$ cat src/rtl/mdu_pkg.sv
// Shared encodings for the iterative multiply/divide unit.
// Holds operation codes, FSM states and the iteration count.
// No logic; imported by mdu_iter and mdu_divstep.
package mdu_pkg;

  localparam int ITER  = 32;
  localparam int CNT_W = 5;
  localparam logic [CNT_W-1:0] CNT_LAST = CNT_W'(ITER - 1);

  typedef enum logic [1:0] {
    OP_MULT  = 2'b00,
    OP_MULTU = 2'b01,
    OP_DIV   = 2'b10,
    OP_DIVU  = 2'b11
  } op_e;

  typedef enum logic [1:0] {
    S_IDLE = 2'b00,
    S_CALC = 2'b01,
    S_FIX  = 2'b10
  } state_e;

endpackage

$ cat src/rtl/mdu_divstep.sv
// One restoring-division step: shift in a dividend bit, trial-subtract divisor.
// Latency: combinational.
// Backpressure: none; pure function of its inputs.
module mdu_divstep
  import mdu_pkg::*;
#(
  parameter int DW = 32
) (
  input  logic [DW-1:0] i_rem,
  input  logic [DW-1:0] i_div,
  input  logic          i_bit,
  output logic [DW-1:0] o_rem,
  output logic          o_qbit
);

  logic [DW:0] w_shift;
  logic [DW:0] w_diff;

  // Trial subtraction. The partial remainder is always below the divisor (or,
  // for a zero divisor, below 2^31 before the last step), so bit DW of the
  // difference is exactly the borrow.
  always_comb begin
    w_shift = {i_rem, i_bit};
    w_diff  = w_shift - {1'b0, i_div};
    o_qbit  = ~w_diff[DW];
    o_rem   = o_qbit ? w_diff[DW-1:0] : w_shift[DW-1:0];
  end

endmodule

$ cat src/rtl/mdu_iter.sv
// Iterative MULT/MULTU/DIV/DIVU into private HI/LO registers.
// Latency: Busy for 33 cycles after the Start edge, Done pulses the cycle after.
// Backpressure: Start and HI/LO writes are ignored while Busy; controller stalls on Busy.
module mdu_iter
  import mdu_pkg::*;
#(
  parameter int DW = 32
) (
  input  logic          Clk,
  input  logic          Clrn,
  input  logic          Start,
  input  logic [1:0]    Op,
  input  logic [DW-1:0] A,
  input  logic [DW-1:0] B,
  input  logic          HiWe,
  input  logic          LoWe,
  input  logic [DW-1:0] Wdata,
  output logic          Busy,
  output logic          Done,
  output logic [DW-1:0] Hi,
  output logic [DW-1:0] Lo
);

  state_e            r_state, w_next;
  logic [CNT_W-1:0]  r_cnt;
  op_e               r_op;
  logic              r_negq, r_negr, r_dz;
  logic [DW-1:0]     r_opb;      // multiplicand (mult) or divisor (div), magnitude
  logic [2*DW-1:0]   r_p;        // {acc, multiplier} or {remainder, dividend/quotient}
  logic              r_busy, r_done;
  logic [DW-1:0]     r_hi, r_lo;

  logic              w_signed, w_sa, w_sb, w_is_div;
  logic [DW-1:0]     w_absa, w_absb;
  logic [DW:0]       w_sum;
  logic [2*DW-1:0]   w_pm, w_pd, w_prod;
  logic [DW-1:0]     w_rem;
  logic              w_qbit;
  logic [DW-1:0]     w_q, w_r;

  mdu_divstep #(.DW(DW)) u_divstep (
    .i_rem  (r_p[2*DW-1:DW]),
    .i_div  (r_opb),
    .i_bit  (r_p[DW-1]),
    .o_rem  (w_rem),
    .o_qbit (w_qbit)
  );

  // Operand magnitudes, one step of each datapath, and the final sign fix.
  always_comb begin
    w_signed = (Op == OP_MULT) || (Op == OP_DIV);
    w_sa     = w_signed & A[DW-1];
    w_sb     = w_signed & B[DW-1];
    w_absa   = w_sa ? (~A + 1'b1) : A;
    w_absb   = w_sb ? (~B + 1'b1) : B;
    w_is_div = (r_op == OP_DIV) || (r_op == OP_DIVU);
    w_sum    = {1'b0, r_p[2*DW-1:DW]} + (r_p[0] ? {1'b0, r_opb} : {(DW+1){1'b0}});
    w_pm     = {w_sum, r_p[DW-1:1]};
    w_pd     = {w_rem, r_p[DW-2:0], w_qbit};
    w_prod   = r_negq ? (~r_p + 1'b1) : r_p;
    // A zero divisor leaves the dividend magnitude as remainder, so Hi=A falls out
    // of the normal remainder sign fix; only the quotient needs forcing.
    w_q      = r_dz ? {DW{1'b1}} : (r_negq ? (~r_p[DW-1:0] + 1'b1) : r_p[DW-1:0]);
    w_r      = r_negr ? (~r_p[2*DW-1:DW] + 1'b1) : r_p[2*DW-1:DW];
  end

  // Next-state logic.
  always_comb begin
    w_next = r_state;
    case (r_state)
      S_IDLE:  if (Start) w_next = S_CALC;
      S_CALC:  if (r_cnt == CNT_LAST) w_next = S_FIX;
      S_FIX:   w_next = S_IDLE;
      default: w_next = S_IDLE;
    endcase
  end

  // State register.
  always_ff @(posedge Clk or negedge Clrn) begin
    if (!Clrn) r_state <= S_IDLE;
    else       r_state <= w_next;
  end

  // Operand latch, iteration datapath, HI/LO writes and registered status.
  always_ff @(posedge Clk or negedge Clrn) begin
    if (!Clrn) begin
      r_cnt  <= '0;
      r_op   <= OP_MULT;
      r_negq <= 1'b0;
      r_negr <= 1'b0;
      r_dz   <= 1'b0;
      r_opb  <= '0;
      r_p    <= '0;
      r_busy <= 1'b0;
      r_done <= 1'b0;
      r_hi   <= '0;
      r_lo   <= '0;
    end else begin
      r_done <= 1'b0;
      case (r_state)
        S_IDLE: begin
          if (HiWe) r_hi <= Wdata;
          if (LoWe) r_lo <= Wdata;
          if (Start) begin
            r_op   <= op_e'(Op);
            r_negq <= w_sa ^ w_sb;
            r_negr <= w_sa;
            r_dz   <= (B == '0);
            r_cnt  <= '0;
            r_busy <= 1'b1;
            if (Op[1]) begin
              r_p   <= {{DW{1'b0}}, w_absa};
              r_opb <= w_absb;
            end else begin
              r_p   <= {{DW{1'b0}}, w_absb};
              r_opb <= w_absa;
            end
          end
        end
        S_CALC: begin
          r_p   <= w_is_div ? w_pd : w_pm;
          r_cnt <= r_cnt + 1'b1;
        end
        S_FIX: begin
          r_busy <= 1'b0;
          r_done <= 1'b1;
          if (w_is_div) begin
            r_hi <= w_r;
            r_lo <= w_q;
          end else begin
            r_hi <= w_prod[2*DW-1:DW];
            r_lo <= w_prod[DW-1:0];
          end
        end
        default: ;
      endcase
    end
  end

  assign Busy = r_busy;
  assign Done = r_done;
  assign Hi   = r_hi;
  assign Lo   = r_lo;

endmodule

$ cat config.mk
export PLATFORM = sky130hd
export DESIGN_NAME = mdu_iter
export DESIGN_NICKNAME = d
export VERILOG_FILES = /design/src/rtl/mdu_pkg.sv /design/src/rtl/mdu_divstep.sv /design/src/rtl/mdu_iter.sv
export SDC_FILE = /design/constraint.sdc
export NUM_CORES = 1
export LEC_CHECK = 0
export BUFFER_PORTS_ARGS = -buffer_cell sky130_fd_sc_hd__buf_2
export CAP_MARGIN = 15
export CORE_UTILIZATION = 45
export DETAILED_ROUTE_END_ITERATION = 8
export PLACE_DENSITY_LB_ADDON = 0.08
export SETUP_SLACK_MARGIN = 0.5
export SLEW_MARGIN = 20
export SYNTH_ARGS = -nofsm -noshare
export SYNTH_HDL_FRONTEND = slang
export SYNTH_SLANG_ARGS = --single-unit
$ cat constraint.sdc
create_clock -name Clk -period 4.6 [get_ports Clk]
set_input_delay 0.46 -clock Clk [delete_from_list [all_inputs] [get_ports Clk]]
set_output_delay 0.46 -clock Clk [all_outputs]
set_load 0.005 [all_outputs]
Yosys cells after proc, flatten, opt, wreduce, memory -nomap -nowiden

Index checks and enable logic that the tools add are counted.

Bitwise gates (word level): 9
Eq/ne operators: 10
Add/sub/neg operators: 8
Muxes and demuxes: 27
Reduce and logical (&&, ||, !) cells: 13

Operator list:

| cell                                                                  | count |
|---|---|
| 32-bit two-way mux                                                    | 13 |
| 64-bit two-way mux                                                    | 3 |
| 32-bit by 1-bit adder with 32-bit output, second input constant       | 4 |
| 32-bit inverter                                                       | 4 |
| 32-bit one-hot mux with 2 select lines                                | 2 |
| 64-bit one-hot mux with 2 select lines                                | 1 |
| 64-bit by 1-bit adder with 64-bit output, second input constant       | 1 |
| 64-bit inverter                                                       | 1 |
| 32-bit by 32-bit adder with 33-bit output                             | 1 |
| 33-bit by 32-bit subtractor with 33-bit output                        | 1 |
| 32-bit logical NOT                                                    | 1 |
| 2-bit AND reduction                                                   | 6 |
| 5-bit one-hot mux with 2 select lines                                 | 1 |
| 2-bit equality test, second input constant                            | 4 |
| 2-bit != test, second input constant                                  | 4 |
| 5-bit by 1-bit adder with 5-bit output, second input constant         | 1 |
| 5-bit equality test, second input constant                            | 1 |
| 5-bit two-way mux                                                     | 1 |
| 2-bit logical NOT                                                     | 2 |
| 2-bit two-way mux                                                     | 2 |
| 2-bit one-hot mux with 2 select lines                                 | 1 |
| 2-bit nonzero test                                                    | 2 |
| 1-bit bitwise AND                                                     | 2 |
| 2-bit by 1-bit equality test with 1-bit output, second input constant | 1 |
| other kinds (5)                                                       | 7 |

Output and inout bits: 66
Word-level logic and storage cells: 79
Input port bits: 103
Register bits: 174

Longest topological paths before layout

Depth after elaboration: 7
Gate-level depth with buffers: 14
Depth with buffers taken out: 13

Hierarchy

A second synthesis with hierarchy kept.

Cells, all modules: 1839
Area total of the unflattened synthesis: 14858.0 um^2

By module, submodules not included:

| module      | area each (um^2) | seq. area each (um^2) | instances | cells an instance |
|---|---|---|---|---|
| mdu_iter    | 12499.5          | 4329.2                | 1         | 1534 |
| mdu_divstep | 2358.5           | 0.0                   | 1         | 305 |

Worst setup path before layout

No wires, ideal clock.

Path type: register to register
From: register r_p[36]
To: register r_p[61]
Slack: 1272 ps
Library setup time: 104 ps
Stages on the path, launching flop included: 13
Data arrival time: 3224 ps
Data required time: 4496 ps
Period minus slack after synthesis: 3328 ps
Path buffers: 2
Cell sequence: dfrtp_1 ha_1 a21o_1 a211o_1 o21a_1 a221o_1 and4_1 or3_1 and2_1 clkbuf_1 buf_2 mux2i_1 a221oi_1

Cells in the longest elaborated chain, start to end: 4
Elaborated cells on any way between the ends: 5
Classes of those cells: 2 x add/sub; 3 x mux

Ends and longest elaborated chain:

| element                                        | RTL line          | source |
|---|---|---|
| start: declaration                             | mdu_iter.sv:29    | `logic [2*DW-1:0] r_p;` |
| start signal: assignment                       | mdu_iter.sv:112   | `r_p <= {{DW{1'b0}}, w_absa};` |
| start signal: assignment                       | mdu_iter.sv:115   | `r_p <= {{DW{1'b0}}, w_absb};` |
| start signal: assignment                       | mdu_iter.sv:121   | `r_p <= w_is_div ? w_pd : w_pm;` |
| 33-bit by 32-bit subtractor with 33-bit output | mdu_divstep.sv:24 | `w_diff = w_shift - {1'b0, i_div};` |
| 32-bit two-way mux                             | mdu_divstep.sv:26 | `o_rem = o_qbit ? w_diff[DW-1:0] : w_shift[DW-1:0];` |
| 64-bit two-way mux *                           | mdu_iter.sv:121   |  |
| 64-bit one-hot mux with 2 select lines *       | mdu_iter.sv:100   | `case (r_state)` |

Every way passes the cells marked *; elsewhere a longest branch is shown, timed or not.
A chain may end at the register's enable or synchronous reset.

Final worst setup path

From: register r_p[31]
To: register r_p[32]

Cells in the longest elaborated chain, start to end: 4

Ends and longest elaborated chain:

| element                                        | RTL line |
|---|---|
| 33-bit by 32-bit subtractor with 33-bit output | mdu_divstep.sv:24 |
| 32-bit two-way mux *                           | mdu_divstep.sv:26 |
| 64-bit two-way mux *                           | mdu_iter.sv:121 |
| 64-bit one-hot mux with 2 select lines *       | mdu_iter.sv:100 |

Marks and branches as above.

==> qor.yml <==
run:
  maxCapViolCount: 0
synth:
  ys_types: 72
  synthAdderAreaFrac_pct: 6.18
  ys_seq_area_share_pct: 29.2
  synthSimpleGateAreaFrac_pct: 18.1
  ys_warn_count: 0
  synth_area_sq_um: 14800
  synth-xor-area-share_pct: 9.93
  syn_avg_cell_area_sq_um: 7.83
  synth_compound_area_share_pct: 27.5
  synth_ff_type: "dfrtp_1"
  synth_seq_cells: 173
  synth.area.mux_share_pct: 4.13
  synth_nets: 2068
  synthArstFlopShare_pct: 100
  synth_cells: 1893
  synth_edf_count: 0
  synth_top_family_by_area: "compound AO/OA/AOI/OAI gates"
clock_tree:
  root_buffer: "clkbuf_16"
  clock_latency_ns: 0.45
  clockBufferDepth: 2
  cts_max_level: 4
  hold_buffers: 0
  cts_buffers: 17
  cts_tree: "yes"
  path_clk_slew_ns: 0.07
  cts.sinks: 173
pwr:
  p_per_area_nw_per_um2: 866
  p_leak_nw: 7.32
  vdd_ir_drop_max_mv: 0.402
routing:
  avgViaCountPerCell: 6.04
  drc: 0
  dr_total_vias: 14792
  wl_per_cell_microns: 21.7
  drt-total-wl_microns: 53200
  ant_nets: 0
  drtPass1Iterations: 6
  drt_iter0_drc: 1219
cells_and_area:
  mostFrequentLayoutCells: "nand2_1, o21ai_0, dfrtp_1"
  final_cell_area_sq_um: 16700
  final_common_cell: "nand2_1"
  drive_gt1_share_pct: 13.2
  n_antenna_cell: 0
  fin_nets: 2170
  syn_to_final_growth_pct: 12.4
floorplan:
  rows: 66
  die_h_microns: 183
  dieWidth_microns: 183
  coreArea_sq_um: 32500
  ioPinCount: 169
  dieArea_sq_um: 33700
  start_util_pct: 45.7
timing:
  slew-limit-headroom_pct: 32.8
  finalSetupTns_ns: 0
  rsz0062_at_grt: "no"
  max_freq_mhz: 261
  fin_crit_ns: 3.83
  worstMarginPinSlew_ns: 1.01
  fin_hold_ws_ns: 0.0624
  hold_violations: 0
  maxSlewViolCount: 0
  finClkSkew_ns: 0.0113
  setup_viol: 0
  finalCritPeriodShare_pct: 83.2
placed_design:
  hpwl_microns: 42000
  dpl-instance-area_sq_um: 16100
  gp_congestion: 0.944
  numPortBuffers: 168
status:
  outcome: "finished, final reports clean"
global_routing:
  antenna_found_initial: 1
  grt_overflow: 0
  grt_pass1_wl_microns: 81900
  grt_pass1_vias: 13824
  grt_max_degree: 94
  grt.total_usage_pct: 32.0
critical_path:
  path_cells: "inv_1 -> ha_1 -> fa_1 -> nand2b_1 -> a21oi_1 -> o21a_1 -> a221o_1 -> and4_1 -> or3_1 -> and2_4 -> buf_4 -> mux2_2 -> o221ai_1"
  critPathRequiredTime_ns: 4.94
  cp_slowest_stage_delay_ns: 0.44
  cp-start-kind: "flip-flop"
  worstSetupEndpointType: "flip-flop"
  crit_fanout: 12
  path_class: "reg -> reg"
  cp_slowest_cell: "fa_1"
  arrival_ns: 4.16
worst_hold_path:
  min_path_type: "in -> async"
==> layer usage <==
layer  part of all wire [%]  vias up  GRT usage [%]
met5                  0.017        -              0
met4                    3.0        2           11.1
met3                    7.1       64           5.88
met2                     42      542           48.1
met1                     47     7082           45.6
li1                       -     7102              -
==> synthesized netlist by cell type, drive strengths merged (15+ instances only) <==
cell	n	area [sq um]
nor3	34	170
a211oi	44	330
a22oi	18	135
or3	21	136
clkbuf	105	394
nor2	162	608
o211ai	41	308
buf	18	75.1
ha	70	876
xnor2	99	867
nor4	16	100
nand3	35	175
o31ai	16	120
mux2i	60	601
o22ai	42	263
a21oi	169	850
dfrtp	173	4330
nor2b	15	93.8
inv	71	267
nand2	193	724
nand2b	20	125
nand4	18	113
xor2	69	604
a31oi	27	169
o21ai	188	941
a21o	30	225
==> metrics by stage <==
stage | setup WS [ns] | total power, mW | std cells | util [%]
final | 0.774 | 14.4 | 2450 | 51.3
after detailed placement | 0.493 | 12.7 | 2418 | 49.5
after global placement | 0.609 | 12.7 | 2418 | 49.5
after floorplan | 1.27 | 9.58 | 1893 | -
after global routing | 0.568 | 15.4 | 2450 | 51.3
after CTS | 0.631 | 14.2 | 2450 | 51.3
==> flip-flops by register name (all words and copies together) (netlist names) <==
name,flops
r_opb,32
r_p,64
Done,1
Lo,32
r_negr,1
Hi,32
Busy,1
r_op,1
r_state,2
r_dz,1
r_cnt,5
r_negq,1
==> critical path: cells and delay by family (launching register included) <==
family,cells,cell delay [ns]
AO/OA/AOI/OAI,4,1.05
adder cells (fa/ha/maj),2,0.65
buffers and inverters,2,0.34
flip-flops,1,0.43
multiplexers,1,0.35
AND/OR/NAND/NOR,4,0.89
==> repair_timing <==
item	CTS	global route
setup endpoints to repair	1	3
setup buffers	0	0
resized for setup	1	3
==> logic make-up after synthesis <==
family	count (synthesis)
flip-flops	173
adder cells (fa/ha/maj)	72
multiplexers	61
AO/OA/AOI/OAI	654
XOR/XNOR	168
AND/OR/NAND/NOR	571
buffers and inverters	194
==> layout make-up <==
type	count	area [sq um]
fill	3199	15800
multi-input combinational	1526	9790
sequential	173	4330
timing repair buffer	206	1140
tap	442	553
clock buffer	17	425
inverter	71	267
clock inverter	15	150
==> path summary, 6_finish.rpt <==
check | startpoint | end | slack [ns] | cells past startpoint
min in group Clk | Op[0] | r_negq$_DFFE_PN0P_ | 0.28 | 2
max in group asynchronous | Clrn | r_p[38]$_DFFE_PN0P_ | 3.38 | 2
hold reg to reg | Lo[8]$_DFFE_PN0P_ | Lo[8]$_DFFE_PN0P_ | 0.47 | 2
hold / removal | Clrn | Lo[8]$_DFFE_PN0P_ | 0.06 | 1
setup reg to reg | r_p[31]$_DFFE_PN0P_ | r_p[32]$_DFFE_PN0P_ | 0.77 | 13
setup / recovery | r_p[31]$_DFFE_PN0P_ | r_p[32]$_DFFE_PN0P_ | 0.77 | 13
==> where the power goes <==
| group | internal [mW] | total, mW | switching (mW) |
|---|---|---|---|
| clock network | 0.765 | 1.48 | 0.711 |
| logic | 3.76 | 9.68 | 5.92 |
| registers | 2.29 | 3.26 | 0.977 |
No activity file was read; power rests on OpenSTA's default activity.
